## src/rtl/frame_gen_pkg.sv

```systemverilog
// frame_gen shared types: FSM states, metadata layout
// and the self-checking word pattern.
package frame_gen_pkg;

  typedef enum logic [1:0] {
    IDLE,
    META,
    DATA
  } state_e;

  localparam int MD_IDX   = 0;
  localparam int MD_SIZE  = 1;
  localparam int MD_BEATS = 2;

  localparam int IDX_W  = 8;
  localparam int WORD_W = 24;

  function automatic logic [31:0] pat_word(
    input logic [IDX_W-1:0]  idx,
    input logic [WORD_W-1:0] w
  );
    return {idx, w};
  endfunction

endpackage

```

## src/rtl/frame_gen_if.sv

```systemverilog
// AXI-Stream bundle used for both the metadata
// and the frame-data outputs of frame_gen.
interface frame_gen_if #(
  parameter int DW = 512
);
  logic [DW-1:0]   tdata;
  logic [DW/8-1:0] tkeep;
  logic            tlast;
  logic            tvalid;
  logic            tready;

  modport master (
    output tdata, tkeep, tlast, tvalid,
    input  tready
  );

  modport slave (
    input  tdata, tkeep, tlast, tvalid,
    output tready
  );
endinterface

```

## src/rtl/frame_gen_keep_mask.sv

```systemverilog
// Final-beat byte enables from the frame-size
// remainder; zero remainder means a full beat.
module keep_mask
  import frame_gen_pkg::*;
#(
  parameter int BPB = 64
) (
  input  logic [$clog2(BPB)-1:0] rem_i,
  output logic [BPB-1:0]         mask_o
);

  always_comb begin
    mask_o = '1;
    if (rem_i != '0)
      mask_o = (BPB'(1) << rem_i) - BPB'(1);
  end

endmodule

```

## src/rtl/frame_gen.sv

```systemverilog
// Synthetic frame source: metadata beat then a
// patterned data frame, repeated per frame count.
module frame_gen
  import frame_gen_pkg::*;
#(
  parameter int DW = 512
) (
  input  logic        clk,
  input  logic        resetn,
  input  logic        start,
  input  logic [31:0] frames_to_generate,
  input  logic [31:0] frame_size,
  output logic        idle,
  frame_gen_if.master axis_md,
  frame_gen_if.master axis_df
);

  localparam int BPB = DW / 8;
  localparam int NW  = DW / 32;
  localparam int RW  = $clog2(BPB);
  localparam logic [31:0] BPB32 = 32'(BPB);
  localparam logic [31:0] NW32  = 32'(NW);

  state_e state_q, state_d;
  logic [31:0] left_q, left_d;
  logic [31:0] fsize_q, fsize_d;
  logic [31:0] beats_q, beats_d;
  logic [31:0] beat_q, beat_d;
  logic [31:0] idx_q, idx_d;
  logic          md_valid_q, md_valid_d;
  logic [DW-1:0] md_data_q, md_data_d;
  logic           df_valid_q, df_valid_d;
  logic           df_last_q, df_last_d;
  logic [DW-1:0]  df_data_q, df_data_d;
  logic [BPB-1:0] df_keep_q, df_keep_d;

  logic [31:0]    start_beats;
  logic [31:0]    nxt_beat;
  logic [RW-1:0]  rem;
  logic [BPB-1:0] tail_mask;
  logic           first_last;
  logic           nxt_last;

  function automatic logic [DW-1:0] mk_md(
    input logic [31:0] idx,
    input logic [31:0] size,
    input logic [31:0] beats
  );
    logic [DW-1:0] d;
    d = '0;
    d[MD_IDX*32   +: 32] = idx;
    d[MD_SIZE*32  +: 32] = size;
    d[MD_BEATS*32 +: 32] = beats;
    return d;
  endfunction

  function automatic logic [DW-1:0] mk_beat(
    input logic [31:0] idx,
    input logic [31:0] b
  );
    logic [DW-1:0] d;
    d = '0;
    for (int j = 0; j < NW; j++)
      d[j*32 +: 32] = pat_word(idx[IDX_W-1:0],
        WORD_W'(b * NW32 + 32'(j)));
    return d;
  endfunction

  // Division form avoids overflow of fsize+BPB-1.
  assign start_beats = frame_size / BPB32
    + 32'((frame_size % BPB32) != 0);
  assign rem        = RW'(fsize_q % BPB32);
  assign nxt_beat   = beat_q + 32'd1;
  assign first_last = (beats_q == 32'd1);
  assign nxt_last   = (nxt_beat == beats_q - 32'd1);

  keep_mask #(
    .BPB(BPB)
  ) u_keep (
    .rem_i (rem),
    .mask_o(tail_mask)
  );

  always_comb begin
    state_d    = state_q;
    left_d     = left_q;
    fsize_d    = fsize_q;
    beats_d    = beats_q;
    beat_d     = beat_q;
    idx_d      = idx_q;
    md_valid_d = md_valid_q;
    md_data_d  = md_data_q;
    df_valid_d = df_valid_q;
    df_last_d  = df_last_q;
    df_data_d  = df_data_q;
    df_keep_d  = df_keep_q;
    unique case (1'b1)
      (state_q == IDLE): begin
        if (start && frames_to_generate != '0
            && frame_size != '0) begin
          left_d     = frames_to_generate;
          fsize_d    = frame_size;
          beats_d    = start_beats;
          idx_d      = '0;
          md_valid_d = 1'b1;
          md_data_d  = mk_md('0, frame_size,
                             start_beats);
          state_d    = META;
        end
      end
      (state_q == META): begin
        if (axis_md.tready) begin
          md_valid_d = 1'b0;
          beat_d     = '0;
          df_valid_d = 1'b1;
          df_data_d  = mk_beat(idx_q, '0);
          df_last_d  = first_last;
          df_keep_d  = first_last ? tail_mask : '1;
          state_d    = DATA;
        end
      end
      (state_q == DATA): begin
        if (axis_df.tready) begin
          if (df_last_q) begin
            df_valid_d = 1'b0;
            df_last_d  = 1'b0;
            left_d     = left_q - 32'd1;
            idx_d      = idx_q + 32'd1;
            if (left_q == 32'd1) begin
              state_d = IDLE;
            end else begin
              md_valid_d = 1'b1;
              md_data_d  = mk_md(idx_q + 32'd1,
                                 fsize_q, beats_q);
              state_d    = META;
            end
          end else begin
            beat_d    = nxt_beat;
            df_data_d = mk_beat(idx_q, nxt_beat);
            df_last_d = nxt_last;
            df_keep_d = nxt_last ? tail_mask : '1;
          end
        end
      end
      default: state_d = IDLE;
    endcase
  end

  always_ff @(posedge clk or negedge resetn) begin
    if (!resetn) begin
      state_q    <= IDLE;
      left_q     <= '0;
      fsize_q    <= '0;
      beats_q    <= '0;
      beat_q     <= '0;
      idx_q      <= '0;
      md_valid_q <= 1'b0;
      md_data_q  <= '0;
      df_valid_q <= 1'b0;
      df_last_q  <= 1'b0;
      df_data_q  <= '0;
      df_keep_q  <= '0;
    end else begin
      state_q    <= state_d;
      left_q     <= left_d;
      fsize_q    <= fsize_d;
      beats_q    <= beats_d;
      beat_q     <= beat_d;
      idx_q      <= idx_d;
      md_valid_q <= md_valid_d;
      md_data_q  <= md_data_d;
      df_valid_q <= df_valid_d;
      df_last_q  <= df_last_d;
      df_data_q  <= df_data_d;
      df_keep_q  <= df_keep_d;
    end
  end

  assign idle = (state_q == IDLE) && !start;

  assign axis_md.tdata  = md_data_q;
  assign axis_md.tkeep  = '0;
  assign axis_md.tlast  = 1'b0;
  assign axis_md.tvalid = md_valid_q;

  assign axis_df.tdata  = df_data_q;
  assign axis_df.tkeep  = df_keep_q;
  assign axis_df.tlast  = df_last_q;
  assign axis_df.tvalid = df_valid_q;

endmodule
```

## src/flat_wrapper.sv

```systemverilog
// flat-port wrapper written by rule: the top's interface ports become plain ports
module frame_gen_flat import frame_gen_pkg::*;
#(
  parameter int DW = 512
)
  (clk, resetn, start, frames_to_generate, frame_size, idle, axis_md_tdata, axis_md_tkeep, axis_md_tlast, axis_md_tvalid, axis_md_tready, axis_df_tdata, axis_df_tkeep, axis_df_tlast, axis_df_tvalid, axis_df_tready);
  frame_gen_if #(.DW(DW)) axis_md_i ();
  frame_gen_if #(.DW(DW)) axis_df_i ();
  input  logic clk;
  input  logic resetn;
  input  logic start;
  input  logic [31:0] frames_to_generate;
  input  logic [31:0] frame_size;
  output logic idle;
  output wire logic [$bits(axis_md_i.tdata)-1:0] axis_md_tdata;
  output wire logic [$bits(axis_md_i.tkeep)-1:0] axis_md_tkeep;
  output wire logic [$bits(axis_md_i.tlast)-1:0] axis_md_tlast;
  output wire logic [$bits(axis_md_i.tvalid)-1:0] axis_md_tvalid;
  input wire logic [$bits(axis_md_i.tready)-1:0] axis_md_tready;
  output wire logic [$bits(axis_df_i.tdata)-1:0] axis_df_tdata;
  output wire logic [$bits(axis_df_i.tkeep)-1:0] axis_df_tkeep;
  output wire logic [$bits(axis_df_i.tlast)-1:0] axis_df_tlast;
  output wire logic [$bits(axis_df_i.tvalid)-1:0] axis_df_tvalid;
  input wire logic [$bits(axis_df_i.tready)-1:0] axis_df_tready;
  assign axis_md_tdata = axis_md_i.tdata;
  assign axis_md_tkeep = axis_md_i.tkeep;
  assign axis_md_tlast = axis_md_i.tlast;
  assign axis_md_tvalid = axis_md_i.tvalid;
  assign axis_md_i.tready = axis_md_tready;
  assign axis_df_tdata = axis_df_i.tdata;
  assign axis_df_tkeep = axis_df_i.tkeep;
  assign axis_df_tlast = axis_df_i.tlast;
  assign axis_df_tvalid = axis_df_i.tvalid;
  assign axis_df_i.tready = axis_df_tready;
  frame_gen #(.DW(DW)) u_core (.clk(clk), .resetn(resetn), .start(start), .frames_to_generate(frames_to_generate), .frame_size(frame_size), .idle(idle), .axis_md(axis_md_i), .axis_df(axis_df_i));
endmodule
```

## config.mk

```make
export PLATFORM = sky130hd
export DESIGN_NAME = frame_gen_flat
export DESIGN_NICKNAME = d
export VERILOG_FILES = /design/src/rtl/frame_gen_pkg.sv /design/src/rtl/frame_gen_if.sv /design/src/rtl/frame_gen_keep_mask.sv /design/src/rtl/frame_gen.sv /design/src/flat_wrapper.sv
export SDC_FILE = /design/constraint.sdc
export NUM_CORES = 1
export LEC_CHECK = 0
export ABC_AREA = 0
export BUFFER_PORTS_ARGS = -buffer_cell sky130_fd_sc_hd__buf_2
export CORE_AREA = 2 2 471 473
export CTS_BUF_LIST = sky130_fd_sc_hd__clkbuf_4 sky130_fd_sc_hd__clkbuf_8
export DETAILED_ROUTE_END_ITERATION = 8
export DIE_AREA = 0 0 473 475
export PLACE_DENSITY = 0.3
export SYNTH_ARGS = -nofsm -noshare
export SYNTH_HDL_FRONTEND = slang
export SYNTH_SLANG_ARGS = --single-unit
export TNS_END_PERCENT = 5
```

## constraint.sdc

```tcl
create_clock -name clk -period 5.2 [get_ports clk]
set_clock_uncertainty 0.05 [all_clocks]
set_input_delay 0.26 -clock clk [delete_from_list [all_inputs] [get_ports clk]]
set_output_delay 0.26 -clock clk [all_outputs]
set_load 0.02 [all_outputs]
```

==> reports/metrics.yaml <==
period_minus_slack_ns: 4.33
syn_area_per_cell_um2: 8.23
yosys_warnings: 0
cts-root-buf: "clkbuf_8"
grt_pass1_wl_um: 141000
die_h_um: 475
ys.flop_type: "dfrtp_1"
hp-class: "in2async"
leakagePower_nw: 13.5
syn-instance-count: 3077
rsz0062_at_grt: "false"
yosysUniqueCellTypes: 67
cp.arrival_ns: 4.92
synth.area.top_cells: "dfrtp_1, buf_4, nand2_1, o21ai_0, nor2_1"
start_kind: "register"
start_util_pct: 11.6
total_power_mw: 12.6
slew_headroom_pct: 27.1
yosys.area.top_type: "dfrtp_1"
fillCellCount: 25200
synth_edf_count: 0
drt_drc_violations_left: 0
insertion_delay_ns: 0.76
grt_pass1_vias: 17700
timing.hold.ws_ns: 0.122
critPathKind: "reg2reg"
first_iter_violations: 956
dp.cells: 6095
viasPerCell: 3.17
fin_util_pct: 13.3
core_mm2: 0.219
vias: 19900
io_buffers: 707
fin_crit_sh_pct: 83.3
finalSetupViolations: 0
fmax_ghz: 0.231
postCtsSetupBuffers: 0
yosysTopAreaCellShare_pct: 32.0
antenna_found_initial: 12
clock-sinks: 324
drv_cap: 0
design_area_mm2: 0.0292
drt_wl_total_um: 103000
ys_seq_area_share_pct: 32.0
ant_nets: 0
worst_slack_ns: 0.870
fp.dieW_um: 473
grtUsageTotal_pct: 8.67
worst-path-max-fanout: 20
dp_hpwl_um: 78500
cp.required_ns: 5.79
drive_gt1_share_pct: 28.4
io-pin-count: 1226
num_rows: 172
cts_tree: "yes"
area_growth_pct: 15.4
cts_buffers: 70
final.setup.tns_ns: 0
dp_worst_setup_slack_ns: 0.857
postPlaceCellArea_mm2: 0.0270
slew_violations: 0
grt_max_degree: 109
wl_per_cell_um: 16.4
cts_resized: 0
clk_pin_slew_worst_paths_ns: 0.06
hold_violations: 0
syn_area_mm2: 0.0253
num-nets-final: 3442
dr.pass1.iters: 5
ctsHtreeMaxLevel: 3
worstSetupEndpointType: "register"
globalplace.congestion: 0.808
worst_pin_slew_ns: 1.09
grt_overflow: 0
ir_drop_mv: 0.202
status: "finished, final reports clean"
instances_no_fill: 6292
cts_buffer_depth: 3
ys_seq_elements: 324
async_flop_share_pct: 100
power_density_mw_per_mm2: 432
fp.dieArea_mm2: 0.225
## cell families (layout without fill, tap and decap cells)
family                   after synthesis  in the layout  share of synthesized area, %
other                                  1            526                        0.0148
flip-flops                           324            324                          32.0
adder cells (fa/ha/maj)                9              9                         0.445
AO/OA/AOI/OAI                        525            525                          12.0
multiplexers                          89             89                          3.75
AND/OR/NAND/NOR                      841            841                          15.4
XOR/XNOR                             126            126                          4.36
buffers and inverters               1162            981                          32.0
## path summary, 6_finish.rpt
path | from | slack, ns | cells after the start | endpoint
max | u_core.fsize_q[1] | 0.87 | 12 | u_core.axis_df.tkeep[46]
min | resetn | 0.12 | 3 | u_core.axis_md.tdata[70]
max reg2reg | u_core.fsize_q[1] | 0.87 | 12 | u_core.axis_df.tkeep[46]
min reg2reg | u_core.axis_df.tvalid | 0.42 | 2 | u_core.axis_df.tvalid
max in group asynchronous | resetn | 4.18 | 3 | u_core.left_q[19]
min in group clk | frame_size[2] | 0.26 | 3 | u_core.fsize_q[2]
## cell type report
type,count,area [um2],share of cell area [%]
well taps,2871,3590,12.3
inverters,23,86.3,0.296
diodes,8,20.0,0.0685
clock buffers,105,1340,4.58
repair buffers,837,4760,16.3
multi-input cells,2108,11100,38.0
clock inverters,16,188,0.643
flip-flops and latches,324,8110,27.8
## synthesized netlist by cell type, types with 42 or more instances
cell type	number
buf_4	990
dfrtp_1	324
nand2_1	320
o21ai_0	223
nor2_1	211
a21oi_1	145
clkbuf_1	136
xnor2_1	84
nand3_1	58
o31ai_1	52
nor3_1	51
mux2_2	47
mux2i_1	42
xor2_1	42
## per-layer routing
| layer | GRT usage, % | part of all wire, % |
|---|---|---|
| met3 | 1.84 | 6.4 |
| met1 | 11.3 | 44 |
| met4 | 2.67 | 2.0 |
| met2 | 14.2 | 47 |
| met5 | 0 | 0 |
## report_power, final
group          total (mW)  switching (mW)  leakage (nW)  internal (mW)
Clock                3.19            1.43         0.807           1.77
Sequential           3.80           0.634          3.90           3.17
Combinational        5.61            3.92          8.76           1.69
## placed cells by master (no fill, tap or decap), drive strengths merged, types with 17 or more instances in the layout
| cell | instances |
|---|---|
| clkbuf | 105 |
| nand4 | 39 |
| dfrtp | 324 |
| nand2 | 320 |
| nor4 | 42 |
| and3 | 26 |
| xnor2 | 84 |
| o31ai | 53 |
| inv | 28 |
| a21oi | 145 |
| nor2 | 212 |
| nor3 | 51 |
| or3 | 17 |
| dlygate4sd3 | 67 |
| conb | 518 |
| buf | 770 |
| mux2 | 47 |
| nand3 | 58 |
| xor2 | 42 |
| o21ai | 225 |
| mux2i | 42 |
## critical path, stage by stage (launching register included)
cell,delay (ns)
dfrtp_1,0.38
nor2_1,0.40
nand2_1,0.19
nor3_1,0.86
clkinv_1,0.16
buf_4,0.22
ha_1,0.46
o21ai_1,0.47
nand2_1,0.32
o21ai_0,0.39
nand2_1,0.09
o21ai_0,0.09
o21ai_0,0.10
## what timing repair did
| item | 4_1_cts | 5_1_grt |
|---|---|---|
| setup endpoints to repair | 0 | 0 |
| hold buffers | 68 | 0 |
| hold endpoints to repair | 238 | 0 |
## registers in the layout, summed over array words and instances, names as in the netlist
register / cells
u_core.axis_md.tvalid: 1
u_core.axis_df.tdata: 9
u_core.state_q: 2
u_core.axis_df.tkeep: 64
u_core.axis_df.tvalid: 1
u_core.idx_q: 32
u_core.left_q: 32
u_core.axis_md.tdata: 91
u_core.fsize_q: 32
u_core.axis_df.tlast: 1
u_core.beat_q: 32
u_core.beats_q: 27
(Power assumes the default switching activity.)
